$ cat src/rtl/hart_sequencer.sv
// Multi-cycle hart control FSM: fetch/decode/execute/mem/writeback sequencing,
// shared memory-port arbitration, trap detection and a bus watchdog.
module hart_sequencer #(
  parameter int MEM_TIMEOUT = 16
) (
  input  logic       clk,
  input  logic       reset_n,
  input  logic [6:0] opcode,
  input  logic       branch_taken,
  input  logic       mem_ack,
  output logic       mem_req,
  output logic       mem_we,
  output logic       mem_addr_sel,
  output logic       ir_load,
  output logic       pc_write,
  output logic       pc_sel,
  output logic       rf_write,
  output logic [1:0] rf_src,
  output logic       instret,
  output logic       halted,
  output logic [1:0] trap_cause
);
  localparam logic [6:0] OPC_LUI    = 7'b0110111;
  localparam logic [6:0] OPC_AUIPC  = 7'b0010111;
  localparam logic [6:0] OPC_JAL    = 7'b1101111;
  localparam logic [6:0] OPC_JALR   = 7'b1100111;
  localparam logic [6:0] OPC_BRANCH = 7'b1100011;
  localparam logic [6:0] OPC_LOAD   = 7'b0000011;
  localparam logic [6:0] OPC_STORE  = 7'b0100011;
  localparam logic [6:0] OPC_OP_IMM = 7'b0010011;
  localparam logic [6:0] OPC_OP     = 7'b0110011;
  localparam logic [6:0] OPC_SYSTEM = 7'b1110011;

  localparam int            CW       = (MEM_TIMEOUT > 1) ? $clog2(MEM_TIMEOUT) : 1;
  localparam logic [CW-1:0] WD_LIMIT = CW'((MEM_TIMEOUT > 0) ? MEM_TIMEOUT - 1 : 0);

  typedef enum logic [2:0] {S_FETCH, S_DECODE, S_EXECUTE, S_MEM, S_WB, S_TRAP} state_t;

  state_t        state, state_nxt;
  logic [CW-1:0] wd_cnt;
  logic [1:0]    cause_q, cause_nxt;
  logic          wd_wait, wd_expire, is_jump;

  assign wd_wait   = ((state == S_FETCH) || (state == S_MEM)) && !mem_ack;
  assign wd_expire = (MEM_TIMEOUT != 0) && wd_wait && (wd_cnt == WD_LIMIT);
  assign is_jump   = (opcode == OPC_JAL) || (opcode == OPC_JALR);

  always_ff @(posedge clk) begin
    if (!reset_n) begin
      state   <= S_FETCH;
      wd_cnt  <= '0;
      cause_q <= 2'd0;
    end else begin
      state   <= state_nxt;
      cause_q <= cause_nxt;
      // Count only consecutive unacked cycles of the same request.
      if (wd_wait && (state_nxt == state)) wd_cnt <= wd_cnt + 1'b1;
      else                                 wd_cnt <= '0;
    end
  end

  always_comb begin
    state_nxt    = state;
    cause_nxt    = cause_q;
    mem_req      = 1'b0;
    mem_we       = 1'b0;
    mem_addr_sel = 1'b0;
    ir_load      = 1'b0;
    pc_write     = 1'b0;
    pc_sel       = 1'b0;
    rf_write     = 1'b0;
    rf_src       = 2'd0;
    instret      = 1'b0;
    unique case (state)
      S_FETCH: begin
        mem_req = 1'b1;
        if (mem_ack) begin
          ir_load   = 1'b1;
          state_nxt = S_DECODE;
        end
      end
      S_DECODE: state_nxt = S_EXECUTE;
      S_EXECUTE: begin
        case (opcode)
          OPC_OP, OPC_OP_IMM, OPC_LUI, OPC_AUIPC: state_nxt = S_WB;
          OPC_JAL, OPC_JALR: begin
            state_nxt = S_WB;
            rf_src    = 2'd2;
            pc_sel    = 1'b1;
          end
          OPC_LOAD, OPC_STORE: state_nxt = S_MEM;
          OPC_BRANCH: begin
            pc_write  = 1'b1;
            pc_sel    = branch_taken;
            instret   = 1'b1;
            state_nxt = S_FETCH;
          end
          OPC_SYSTEM: begin
            state_nxt = S_TRAP;
            cause_nxt = 2'd3;
          end
          default: begin
            state_nxt = S_TRAP;
            cause_nxt = 2'd1;
          end
        endcase
      end
      S_MEM: begin
        mem_req      = 1'b1;
        mem_addr_sel = 1'b1;
        mem_we       = (opcode == OPC_STORE);
        if (mem_ack) begin
          if (opcode == OPC_STORE) begin
            pc_write  = 1'b1;
            instret   = 1'b1;
            state_nxt = S_FETCH;
          end else begin
            rf_src    = 2'd1;
            state_nxt = S_WB;
          end
        end
      end
      S_WB: begin
        rf_write  = 1'b1;
        pc_write  = 1'b1;
        instret   = 1'b1;
        pc_sel    = is_jump;
        rf_src    = is_jump ? 2'd2 : ((opcode == OPC_LOAD) ? 2'd1 : 2'd0);
        state_nxt = S_FETCH;
      end
      S_TRAP: ;
      default: state_nxt = S_FETCH;
    endcase
    // Ack on the limit cycle never reaches here since wd_wait requires !mem_ack.
    if (wd_expire) begin
      state_nxt = S_TRAP;
      cause_nxt = 2'd2;
    end
  end

  assign halted     = (state == S_TRAP);
  assign trap_cause = cause_q;
endmodule

$ cat config.mk
export PLATFORM = sky130hd
export DESIGN_NAME = hart_sequencer
export DESIGN_NICKNAME = d
export VERILOG_FILES = /design/src/rtl/hart_sequencer.sv
export SDC_FILE = /design/constraint.sdc
export NUM_CORES = 1
export LEC_CHECK = 0
export BUFFER_PORTS_ARGS = -buffer_cell sky130_fd_sc_hd__buf_2
export CAP_MARGIN = 10
export CORE_ASPECT_RATIO = 0.9
export CORE_MARGIN = 5
export CORE_UTILIZATION = 35
export CTS_CLUSTER_SIZE = 8
export DETAILED_ROUTE_END_ITERATION = 10
export MAX_ROUTING_LAYER = met4
export PLACE_DENSITY = 0.61
export SETUP_SLACK_MARGIN = 0.1
export SYNTH_ARGS = -nofsm -noshare
export SYNTH_HDL_FRONTEND = slang
export SYNTH_SLANG_ARGS = --single-unit
$ cat constraint.sdc
create_clock -name clk -period 3.1 [get_ports clk]
set_clock_uncertainty 0.2 [all_clocks]
set_input_delay 0.31 -clock clk [delete_from_list [all_inputs] [get_ports clk]]
set_output_delay 0.31 -clock clk [all_outputs]
set_load 0.01 [all_outputs]
# == After elaboration in Yosys (flattened, before gate mapping) ==
# Index checks and enable logic that the tools add are counted.
# classes
addsub,1
eq_ne,18
mux,27
n_bitwise,2
reduce_logical,17
# op_table
operator,count
$eq 7x7->1 const B,4
$eq 7x6->1 const B,3
$pmux 3 s5,1
$eq 7x5->1 const B,2
$mux 1,12
$mux 3,4
$pmux 3 s3,1
$reduce_or 9->1,1
$mux 2,4
$reduce_or 2->1,4
$eq 7x2->1 const B,1
$eq 3x2->1 const B,2
$eq 3x3->1 const B,2
$pmux 2 s3,1
$reduce_and 2->1,3
$reduce_or 6->1,1
$add 4x1->4 const B,1
$eq 4x4->1 const B,1
$pmux 1 s2,2
$pmux 2 s2,1
$eq 3x1->1 const B,1
$eq 3x3->1,1
$logic_and 1x1->1,3
$logic_not 3->1,1
6 further kinds,8
# totals
register_bits,9
input_bits,11
out_inout_bits,13
elab_cells,69

# == Longest topological paths before layout ==
# logic_depth
depth_word,8
mapped_depth,6
depth_no_buf,5

# == Worst setup path before layout ==
# OpenSTA, ideal clock, no wires.
# synth_path
path_kind,register to output
start,register state[1]
end,output port pc_write
arrival_ns,1.540
required_time_ns,2.590
path_slack_ns,1.050
path_stages_with_launch,7
path_buffers,2
path_cell_list,dfxtp_1 buf_2 inv_1 nor3_1 a21oi_1 o31ai_1 buf_4
# synth_between
elab_chain_len,2
word_cells_on_any_way,4
cone_classes,eq/ne (3); mux (1)
# synth_lines
item,line_no,source
from (decl),39,"state_t state, state_nxt;"
from (signal assigned),54,state <= state_nxt;
$eq 3x3->1 / $eq 3x2->1 (equally long branches),--,
$pmux 1 s3 *,--,
to (decl),15,"output logic pc_write,"
# Mark *: on every way between the ends. The rest lies on a longest branch, timed or not.

# == Worst setup path in the final report ==
# layout_path
start,register state[1]
end,output port pc_write
# layout_between
elab_chain_len,2
word_cells_on_any_way,4
cone_classes,eq/ne (3); mux (1)
# layout_lines
item,line_no,source
$eq 3x3->1 / $eq 3x2->1 (equally long branches),74,unique case (state)
$pmux 1 s3 *,74,
# Marked as above.

==> results by group <==
Outcome
  – Status: completed

GRT
  – GR Util All Layers: 11.8%
  – Initial antenna violation count: 0
  – First-pass GRT wire length: 2620 um
  – Vias in the first global route: 601
  – Largest net degree at the start of global routing: 13
  – Total global routing overflow: 0

Floorplanning
  – Die span in x: 56.2 um
  – Initial Utilization: 35.8%
  – Site Rows: 15
  – Ports: 24
  – Full die area: 0.00290 sq mm
  – Core ar.: 0.00188 sq mm
  – Die Y: 51.6 um

Logic synthesis
  – Post-synth top area cell: dfxtp_1
  – Mapped Nets: 97
  – Mapped Area: 672 sq um
  – Avg Cell Area, Syn: 7.90 sq um
  – Synth warn: 0
  – Post-synth EDFFs: 0
  – Synth unique cells: 41
  – Primary FF master, synth: dfxtp_1
  – Ranking of synthesized cells by area: dfxtp_1 27%, nor2_1 5.0%, inv_1 4.5%
  – Register area share after synthesis: 26.8%
  – Synth cell count leaders: 9 x dfxtp_1, 9 x nor2_1, 8 x inv_1, 5 x nand3_1, 5 x nor3_1
  – Post-Syn Instances: 85
  – Yosys reg bits: 9
  – Async S/R FF share, synth: 0%
  – Area share of the largest cell type after synthesis: 26.8%

Worst setup path
  – Crit-path max FO: 9
  – CP endpoint kind: primary output
  – R2R depth: 4
  – Crit-path cells: inv_1, nor3_1, a21oi_1, o31ai_1, buf_2
  – RR Startpoint: state[1]$_SDFF_PN0_
  – WP data required: 2.59 ns
  – CP Depth: 5
  – CP startpoint: state[1]$_SDFF_PN0_
  – Worst path top cell family by delay: flip-flops
  – Worst Setup EP: pc_write
  – Crit path buf inv count: 2
  – RR Endpoint: trap_cause[1]$_SDFFE_PN0P_
  – Crit start category: flip-flop
  – CP max-delay cell: dfxtp_1
  – Critical Path Max Stage Delay: 0.48 ns
  – CP Class: reg -> out
  – Worst EP arrival: 1.80 ns
  – R2r setup slk: 1.33 ns

Power
  – P_leak: 0.000372 uW
  – Worst-case vdd ir drop: 0.259 mV
  – Switch share: 33.4%
  – Clock share of power: 29.8%
  – Internal power: 205 uW
  – Power per cell area: 379 mW/mm^2
  – Sequential share of power: 44.9%
  – Net switching power: 103 uW
  – Logic pwr share: 25.3%

Detailed routing
  – Drt pass-1 iters: 4
  – Vias per inst: 5.24
  – Initial DRC count: 13
  – DRT antenna net count: 0
  – DR vias: 692
  – DRC: 0
  – Routed len/inst: 11.7 um
  – DRT Wirelength: 1550 um

Cells and area
  – Antenna Diode Count: 0
  – Share of post-route cells with drive strength above 1: 30.8%
  – Core Util, Final: 43.3%
  – Area grow syn2layout: 21.0%
  – Fin nets: 120
  – Fillcell total: 201

Clock tree
  – CTS Buf Count: 3
  – CTS root buf: clkbuf_4
  – CTS HTree Levels: 1
  – Hold bufs inserted after CTS: 0
  – Clock transition at path regs: 0.07 ns
  – Clk sink count: 9
  – Clock Path Buffers: 2
  – Setup bufs post-CTS: 0
  – Worst-Skew Late Latency: 0.26 ns
  – Post_cts resized: 0
  – CTS tree: yes

Place
  – IO buf count: 23
  – Pre-CTS setup slack: 1.01 ns
  – GP Congestion: 0.886
  – DPL Wire Length: 1250 um

STA
  – Unrepaired setup endpoints after global routing: no
  – Max frequency: 0.432 GHz
  – Final Hold Fails: 0
  – Fin crit period: 2.31 ns
  – # setup viols final: 0
  – Rel. slew slack: 71.7%
  – Count of pins over their slew limit: 0
  – Fin crit share: 74.6%
  – Actual slew at the worst max-slew pin: 0.422 ns
  – Fin Setup TNS: 0 ns
  – Final WS setup: 0.786 ns

Job
  – Max cap viols: 0

Min path
  – Hold Path Class: in -> reg
[worst min-delay path, stage by stage]
cell and delay, ns:
buf_2 0.14, inv_1 0.06, a211oi_1 0.04
[worst min-delay path by stage]
stage,start,to,slack [ns],depth (start not counted)
after floorplan,wd_cnt[0]$_SDFF_PN0_,wd_cnt[0]$_SDFF_PN0_,0.22,1
after global placement,wd_cnt[0]$_SDFF_PN0_,wd_cnt[0]$_SDFF_PN0_,0.24,1
after detailed placement,wd_cnt[0]$_SDFF_PN0_,wd_cnt[0]$_SDFF_PN0_,0.24,1
after CTS,reset_n,trap_cause[0]$_SDFFE_PP0P_,0.12,3
after global routing,reset_n,trap_cause[0]$_SDFFE_PP0P_,0.13,3
final,reset_n,trap_cause[0]$_SDFFE_PP0P_,0.14,3
[routing by layer]
metal	global-route usage [%]	part of all wire, %	vias up
li1	-	-	353
met1	13.4	46	316
met2	19.6	47	21
met3	4.47	6.3	2
met4	3.56	0.65	0
met5	-	0	-
[final cells by class]
class | count | area [sq um] | share of cell area [%]
clock buffer | 3 | 22.5 | 2.77
clock inverter | 1 | 5.00 | 0.615
inverter | 8 | 30.0 | 3.69
multi-input combinational | 63 | 429 | 52.8
sequential | 9 | 180 | 22.2
tap | 25 | 31.3 | 3.85
timing repair buffer | 23 | 115 | 14.2
[cells by family after synthesis]
logic type | count (synthesis) | synth area share [%]
compound gates | 19 | 20.9
xor+xnor | 3 | 3.91
fa+ha+maj | 1 | 1.86
buf+inv | 13 | 9.31
flops | 9 | 26.8
simple gates | 40 | 37.2
[flip-flops by register name (all words and copies together), names as in the netlist]
register and flops:
trap_cause 2, wd_cnt 4, state 3
[metrics by stage]
step | area (sq um) | instances | total power [uW] | hold WS [ns]
6_report | 813 | 132 | 308 | 0.137
5_1_grt | 813 | 132 | 332 | 0.132
4_1_cts | 813 | 132 | 312 | 0.124
3_5_place_dp | 786 | 128 | 218 | 0.240
3_3_place_gp | 786 | 128 | 219 | 0.236
2_1_floorplan | 672 | 85 | 192 | 0.218
[power groups by stage]
stage | sequential [uW] | clock [uW] | combinational [uW]
2_1_floorplan | 130 | 0 | 62.0
3_3_place_gp | 140 | 0 | 78.4
3_5_place_dp | 141 | 0 | 77.5
4_1_cts | 138 | 96.1 | 78.0
5_1_grt | 141 | 104 | 87.2
6_report | 138 | 91.6 | 77.9
[placed cells by master (no fill, tap or decap), types with 2 or more instances in the layout]
cell type  instances
buf_2             23
nor2_1             9
dfxtp_1            9
inv_1              8
nand3_1            5
nor3_1             5
a21oi_1            4
nand4b_1           3
clkbuf_4           3
nand3b_1           2
or2_1              2
a211oi_1           2
xor2_1             2
o21ai_0            2
nand2b_1           2
o311ai_0           2
(Power assumes the default switching activity.)
